## src/rtl/recv_arp_pkt.sv

```systemverilog
// recv_arp_pkt: receives a 32-bit word stream carrying an Ethernet/ARP frame,
// validates the fixed header words and presents the decoded ARP fields.
// Optional feature macro: ARP_TPA_FILTER_EN - when defined, a complete frame
// whose target protocol address differs from i_my_ip is dropped (o_err)
// instead of being presented (o_arp_vld).
module recv_arp_pkt #(
  parameter int MAX_WORDS = 16
) (
  input  logic        clk,
  input  logic        rst,
  input  logic        i_eth_sop,
  input  logic        i_eth_eop,
  input  logic        i_eth_vld,
  input  logic [31:0] i_eth_data,
  output logic        o_eth_rdy,
  input  logic [31:0] i_my_ip,
  output logic        o_arp_vld,
  output logic [47:0] o_dst_mac,
  output logic [47:0] o_src_mac,
  output logic [15:0] o_arp_opcode,
  output logic [47:0] o_arp_sha,
  output logic [47:0] o_arp_tha,
  output logic [31:0] o_arp_spa,
  output logic [31:0] o_arp_tpa,
  output logic        o_err,
  output logic [15:0] o_drop_cnt
);

  // Counter wide enough for both the header index (0..10) and MAX_WORDS.
  localparam int TW = $clog2(MAX_WORDS + 1);
  localparam int CW = (TW > 4) ? TW : 4;
  localparam logic [CW-1:0] MAX_CNT  = CW'(MAX_WORDS);
  localparam logic [CW-1:0] LAST_HDR = CW'(10);

  typedef enum logic [2:0] {
    S_IDLE = 3'd0,
    S_HDR  = 3'd1,
    S_PAD  = 3'd2,
    S_DROP = 3'd3,
    S_DONE = 3'd4
  } state_e;

  typedef struct packed {
    logic [47:0] dst;
    logic [47:0] src;
    logic [15:0] opcode;
    logic [47:0] sha;
    logic [31:0] spa;
    logic [47:0] tha;
    logic [31:0] tpa;
  } arp_fields_t;

  state_e      state_q, state_d;
  logic [CW-1:0] cnt_q, cnt_d;      // number of words accepted in this frame
  arp_fields_t sh_q, sh_d;          // shadow copy built while the frame arrives
  arp_fields_t out_q;               // presented fields, updated only on o_arp_vld
  logic        rdy_q;
  logic        vld_q, vld_d;
  logic        err_q, err_d;
  logic [15:0] drop_q;
  logic        acc_s;
  logic        bad_s;
  logic        finish_s;            // frame completes on this word

`ifndef ARP_TPA_FILTER_EN
  logic unused_my_ip_s;
  assign unused_my_ip_s = ^i_my_ip;
`endif

  // Next-state, field capture and pulse generation for each accepted word.
  always_comb begin
    state_d  = state_q;
    cnt_d    = cnt_q;
    sh_d     = sh_q;
    err_d    = 1'b0;
    vld_d    = 1'b0;
    bad_s    = 1'b0;
    finish_s = 1'b0;
    acc_s    = i_eth_vld & rdy_q;

    if (state_q == S_DONE) begin
      state_d = S_IDLE;
    end else if (acc_s && i_eth_sop) begin
      // A start word is always w0; outside S_IDLE it aborts the current frame.
      if (state_q != S_IDLE) begin
        err_d = 1'b1;
      end else begin
        err_d = 1'b0;
      end
      sh_d.dst[47:32] = i_eth_data[15:0];
      cnt_d = CW'(1);
      if (i_eth_eop) begin
        err_d   = 1'b1;
        state_d = S_IDLE;
      end else if (i_eth_data[31:16] != 16'h0000) begin
        state_d = S_DROP;
      end else begin
        state_d = S_HDR;
      end
    end else if (acc_s) begin
      case (state_q)
        S_HDR: begin
          cnt_d = cnt_q + CW'(1);
          case (cnt_q)
            CW'(1): sh_d.dst[31:0] = i_eth_data;
            CW'(2): sh_d.src[47:16] = i_eth_data;
            CW'(3): begin
              sh_d.src[15:0] = i_eth_data[31:16];
              bad_s = (i_eth_data[15:0] != 16'h0806);
            end
            CW'(4): bad_s = (i_eth_data != 32'h0001_0800);
            CW'(5): begin
              bad_s = (i_eth_data[31:16] != 16'h0604);
              sh_d.opcode = i_eth_data[15:0];
            end
            CW'(6): sh_d.sha[47:16] = i_eth_data;
            CW'(7): begin
              sh_d.sha[15:0]  = i_eth_data[31:16];
              sh_d.spa[31:16] = i_eth_data[15:0];
            end
            CW'(8): begin
              sh_d.spa[15:0]  = i_eth_data[31:16];
              sh_d.tha[47:32] = i_eth_data[15:0];
            end
            CW'(9):  sh_d.tha[31:0] = i_eth_data;
            CW'(10): sh_d.tpa = i_eth_data;
            default: bad_s = 1'b1;
          endcase
          if (cnt_q == LAST_HDR) begin
            if (i_eth_eop) begin
              finish_s = 1'b1;
            end else if (cnt_d == MAX_CNT) begin
              state_d = S_DROP;
            end else begin
              state_d = S_PAD;
            end
          end else if (i_eth_eop) begin
            // Runt: frame ended before the target protocol address.
            err_d   = 1'b1;
            state_d = S_IDLE;
          end else if (bad_s || (cnt_d == MAX_CNT)) begin
            state_d = S_DROP;
          end else begin
            state_d = S_HDR;
          end
        end
        S_PAD: begin
          cnt_d = cnt_q + CW'(1);
          if (i_eth_eop) begin
            finish_s = 1'b1;
          end else if (cnt_d == MAX_CNT) begin
            state_d = S_DROP;
          end else begin
            state_d = S_PAD;
          end
        end
        S_DROP: begin
          if (i_eth_eop) begin
            err_d   = 1'b1;
            state_d = S_IDLE;
          end else begin
            state_d = S_DROP;
          end
        end
        default: begin
          // S_IDLE: stray words without a start marker are ignored.
          state_d = state_q;
        end
      endcase
    end else begin
      state_d = state_q;
    end

    // A finished frame is presented one cycle after its eop word.
    if (finish_s) begin
      state_d = S_DONE;
`ifdef ARP_TPA_FILTER_EN
      if (sh_d.tpa != i_my_ip) begin
        err_d = 1'b1;
      end else begin
        vld_d = 1'b1;
      end
`else
      vld_d = 1'b1;
`endif
    end else begin
      vld_d = 1'b0;
    end
  end

  // FSM state, word counter, shadow fields and handshake/pulse registers.
  always_ff @(posedge clk or posedge rst) begin
    if (rst) begin
      state_q <= S_IDLE;
      cnt_q   <= '0;
      sh_q    <= '0;
      rdy_q   <= 1'b1;
      vld_q   <= 1'b0;
      err_q   <= 1'b0;
    end else begin
      state_q <= state_d;
      cnt_q   <= cnt_d;
      sh_q    <= sh_d;
      rdy_q   <= (state_d != S_DONE);
      vld_q   <= vld_d;
      err_q   <= err_d;
    end
  end

  // Presented fields and the saturating drop counter.
  always_ff @(posedge clk or posedge rst) begin
    if (rst) begin
      out_q  <= '0;
      drop_q <= 16'h0000;
    end else begin
      if (vld_d) begin
        out_q <= sh_d;
      end
      if (err_d && (drop_q != 16'hFFFF)) begin
        drop_q <= drop_q + 16'd1;
      end
    end
  end

  assign o_eth_rdy    = rdy_q;
  assign o_arp_vld    = vld_q;
  assign o_err        = err_q;
  assign o_drop_cnt   = drop_q;
  assign o_dst_mac    = out_q.dst;
  assign o_src_mac    = out_q.src;
  assign o_arp_opcode = out_q.opcode;
  assign o_arp_sha    = out_q.sha;
  assign o_arp_spa    = out_q.spa;
  assign o_arp_tha    = out_q.tha;
  assign o_arp_tpa    = out_q.tpa;

endmodule

```

## config.mk

```make
export PLATFORM = sky130hd
export DESIGN_NAME = recv_arp_pkt
export DESIGN_NICKNAME = d
export VERILOG_FILES = /design/src/rtl/recv_arp_pkt.sv
export SDC_FILE = /design/constraint.sdc
export NUM_CORES = 1
export LEC_CHECK = 0
export CAP_MARGIN = 0
export CORE_ASPECT_RATIO = 1.5
export CORE_MARGIN = 8
export CORE_UTILIZATION = 58
export DETAILED_ROUTE_END_ITERATION = 8
export GPL_ROUTABILITY_DRIVEN = 0
export PLACE_DENSITY = 0.88
export RECOVER_POWER = 100
export SLEW_MARGIN = 40
export SYNTH_ARGS = -nofsm -noshare
export SYNTH_HDL_FRONTEND = slang
export SYNTH_SLANG_ARGS = --single-unit
export TNS_END_PERCENT = 1
```

## constraint.sdc

```tcl
create_clock -name clk -period 32.6 [get_ports clk]
set_input_delay 6.52 -clock clk [delete_from_list [all_inputs] [get_ports clk]]
set_output_delay 6.52 -clock clk [all_outputs]
set_load 0.05 [all_outputs]
```

# Yosys cells after proc, flatten, opt, wreduce, memory -nomap -nowiden

Cells that the tools add are included.

Output and inout port bits: 291
Flip-flop bits (word level): 571
Input bits: 69
Logic and storage cells: 103

Bitwise operators: 2
Equal/unequal tests: 20
Mux-type cells: 49
Reduce and logical (&&, ||, !) cells: 10
$add $sub $neg: 2

Operator list:

| operator              | count |
|---|---|
| $mux 256              | 3 |
| $mux 272              | 1 |
| $mux 32               | 7 |
| $mux 16               | 3 |
| $ne 32x17->1 const B  | 1 |
| $eq 5x3->1 const B    | 4 |
| $mux 3                | 6 |
| $mux 1                | 17 |
| $add 16x1->16 const B | 1 |
| $ne 16x11->1 const B  | 1 |
| $ne 16x12->1 const B  | 1 |
| $ne 16x16->1 const B  | 1 |
| $reduce_bool 16->1    | 1 |
| $eq 5x4->1 const B    | 3 |
| $mux 5                | 3 |
| $eq 5x2->1 const B    | 2 |
| $mux 2                | 5 |
| $pmux 3 s3            | 1 |
| $reduce_or 7->1       | 1 |
| $eq 3x2->1 const B    | 2 |
| $add 5x1->5 const B   | 1 |
| $eq 5x1->1 const B    | 1 |
| $eq 5x5->1 const B    | 1 |
| $pmux 1 s2            | 2 |
| 12 further kinds      | 14 |

# Longest topological paths before layout

Depth in word-level cells: 17
Mapped depth: 9
Mapped depth without buffers: 8

# Worst setup path before layout

Ideal clock, no wire load.

Kind: input to register
Start: input i_eth_vld
End: register out_q, in the netlist o_arp_tpa[10]
Buffers on the path: 2
Stages on the path: 7
Path slack: 24.430 ns
Data arrival time: 8.046 ns
Setup time: 0.125 ns
Required time: 32.475 ns
Cell sequence: and2_2 > and3_1 > buf_6 > nand3_1 > buf_2 > mux2_2 > mux2_2

RTL lines:

| element              | RTL line | text |
|---|---|---|
| from (decl)          | 13       | `input logic i_eth_vld,` |
| to (signal assigned) | 213      | `out_q <= '0;` |
| to (signal assigned) | 217      | `out_q <= sh_d;` |
| to (decl)            | 56       | `arp_fields_t out_q;` |

==> impl_results.md <==
* Status: finished, violations left
* Failing checks: max-capacitance violations, max-slew violations
* Sw frac at 31.4%
* RSZ-0062 raised after global routing: false
* Worst setup SP type: primary input
* CTS max path bufs at 3
* Max frequency at between 0.06 and 0.07 GHz
* Largest net degree at the start of global routing at roughly 120
* Wire length per cell at 24.6 µm
* Fraction of layout cells with a size suffix above 1 at 23.2%
* Die area at 45500 µm²
* Vias at ~13000
* Worst-path clk slew at about 0.060 ns
* P_int at between 1 and 1.5 mW
* # IOs at 360
* Adder-cell share of the synthesized area at less than 1%
* Mux cell area share after synthesis at 29.2%
* Worst path bufs/invs at 5
* DRC at 0
* Clock power frac at 32.0%
* Core area at roughly 38000 µm²
* Initial DRT Pass Iterations at 4
* DP HPWL at 36.0 mm
* Total setup buffers inserted after CTS at 0
* Final Max Tran Viols at 827
* Comb power frac at 23.7%
* Area growth syn-to-layout at 21.1%
* H-tree level count at 2
* Simple-Gate Fraction of Synth Area at roughly 3.1%
* Syn_nets at 1436
* Final design area excluding fillers at 27300 µm²
* Total Wirelength at 54.3 mm
* Switching Power at 0.616 mW
* CP Max Fanout at between 100 and 150
* Period utilisation layout at around 50%
* Synth Area in Compound Gates at 0.944%
* CTS root buffer: clkbuf_16
* GR met2 Demand/Resource at 41.9%
* Synth Area in XOR/XNOR at 0.661%
* Yosys top cell by area: dfrtp_1
* Die extent in y at 257 µm
* Gr usage total at between 20% and 30%
* Largest family of logic cells by synthesized area: multiplexers
* Asr flop ratio synth at 100%
* Number of port buffers at 327
* Slowest Stage Delay on Critical Path at 3.02 ns
* Initial antenna violation count at 2
* Syn Inst Count at 1361
* Synth top area cells: dfrtp_1, mux2_2, mux2_4, mux2_1, buf_2
* Sinks on Clock Net at 571
* Static Leak at roughly 14 nW
* CP delay by family, top: buffers and inverters
* Initial Util at 58.6%
* Grt peak-use layer: met2
* Sequential area share after synthesis at 63.5%
* Final hold vios at 0
* CP Capture Type: async pin
* Non-filler cells, final at 2205
* Yosys cell types at 57
* Slew headroom at -284%
* CTS Hold Bufs at 0
* Min-delay worst type: flop to flop
* Fin nets at 1749
* Main synth FF type: dfrtp_1
* Row Count at 88
* Tmin final at 16.38 ns
* Peak supply drop at 0.0650 mV
* GRT met1 Usage at 28.2%
* Post-DP Area at 26300 µm²
* Worst-Skew Late Latency at 0.57 ns
* Yosys top cell area share at 63.3%
* Post-DRT Antenna Nets at 0
* Power density over the cells at roughly 72 nW/µm²
* 1st-iter DRT viols at 615
* Placed Cells at 2115
* Seq pwr share at around 44%
* Max Cap Viol at 12
* Setup_tns at 0 ns
* Worst slew pin tran at 5.73 ns
* Setup CP Type: primary input to async pin
* Data arrival, critical path at ~16 ns
* Cell Area, Synth at 22500 µm²
* Vias per cell at 5.70
* Crit-path cells: dlygate4sd3_1 > clkinvlp_2 > clkbuf_1 > clkbuf_1 > clkbuf_1
* EDFF count, synth at 0
* Most used cell, CP: clkbuf_1
* Post-CTS resize count at 0
* Clk_skew at 0.0209 ns
* First-pass GRT wire length at 84.3 mm
* CTS Buf Count at 50
* Vias in the first global route at ~14000
* Worst path required time at 32.32 ns
* Total gr overflow at 0
* Die width at around 180 µm
* CTS tree: built
* Synthesis-stage register bit count at 571
* # setup viols final at 0
* Ys Warns at 0
* GR Util met3 at 5.01%
* Slowest CP cell: clkbuf_1
* Syn_area_per_cell at 16.5 µm²
## cell usage in the layout, fill, tap and decap left out, types with 10 or more instances in the layout
cell and n:
nand2_1 13, mux2_2 298, clkbuf_16 51, dfrtp_1 570
dlygate4sd3_1 293, clkdlybuf4s50_1 34, nand3_1 12, clkbuf_1 25
mux2_1 242, xor2_1 10, nand4_1 12
## routing by layer
metal  vias to the layer above  wire [µm]
met3                       119       3090
li1                       5461          -
met5                         -         13
met1                      6635      20300
met4                         2       2400
met2                       352      28600
## worst reg2reg max path: stages, from the launching register on
cell and delay (ns):
dfrtp_1 0.48, inv_1 0.10, ha_1 0.27, nand4bb_1 0.17, nor3_1 0.08, o211ai_1 0.35, clkinvlp_2 4.32, clkbuf_1 2.72
mux2_1 1.00
## cell type report
type / instances / area (µm²)
antenna: 1 / 2.50
clock buffer: 65 / 1400
clock inverter: 22 / 357
fill: 2458 / 11200
inverter: 7 / 28.8
multi-input combinational: 696 / 7210
sequential: 571 / 14300
tap: 495 / 619
timing repair buffer: 348 / 3370
## registers in the layout, summed over array words and instances (netlist names), 16 cells and up
signal,cells
o_drop_cnt,16
o_arp_opcode,16
o_arp_tha,48
o_src_mac,48
o_arp_tpa,32
o_arp_spa,32
o_dst_mac,48
sh_q,272
o_arp_sha,48
## power by group through the flow
stage	Combinational (mW)	Sequential (mW)	Clock, mW
final	0.465	0.868	0.628
after floorplan	0.165	1.04	0
after detailed placement	0.496	0.880	0
after global routing	0.488	0.879	0.665
after CTS	0.501	0.869	0.641
after global placement	0.482	0.872	0
## kinds of logic (layout without fill, tap and decap cells)
logic type      count (synthesis)  count (layout)
fa+ha+maj                       6               6
mux                           545             545
xor+xnor                       17              17
other cells                     0               1
compound gates                 32              32
buf+inv                        94             442
flops                         571             571
simple gates                   96              96
## worst paths after layout
kind | startpoint | to | slack [ns] | cells past startpoint
setup / recovery | rst | sh_q[15]$_DFF_PP0_ | 16.22 | 5
hold / removal | o_arp_tha[3]$_DFFE_PP0P_ | o_arp_tha[3]$_DFFE_PP0P_ | 0.49 | 1
setup reg to reg | cnt_q[0]$_DFFE_PP0P_ | o_arp_spa[0]$_DFFE_PP0P_ | 22.98 | 8
hold reg to reg | o_arp_tha[3]$_DFFE_PP0P_ | o_arp_tha[3]$_DFFE_PP0P_ | 0.49 | 1
max in group clk | i_eth_sop | o_arp_spa[0]$_DFFE_PP0P_ | 17.22 | 6
min in group asynchronous | rst | sh_q[59]$_DFF_PP0_ | 7.80 | 2
## Yosys cell counts (all sizes together) (3+ instances only)
library cell  number
o21ai              7
ha                 6
nand2             13
clkbuf            17
nand3             12
nor3              10
xor2              10
and3               6
xnor2              7
buf               70
nor4               6
and4               5
nand4             12
a21oi              7
nor2b              3
dfrtp            570
o211ai             3
nor2               9
mux2             545
nor3b              3
inv                7
## stage by stage
stage               total power, mW  utilization [%]  hold slack [ns]  setup slack (ns)
floorplan                      1.20                -            0.456             10.11
global placement               1.35             67.8            0.466             22.33
detailed placement             1.38             68.3            0.473             22.63
CTS                            2.01             72.9            0.487             23.18
global route                   2.03             71.0            0.496             14.01
finish                         1.96             71.0            0.486             16.22
Power figures use the tool's default switching activity.
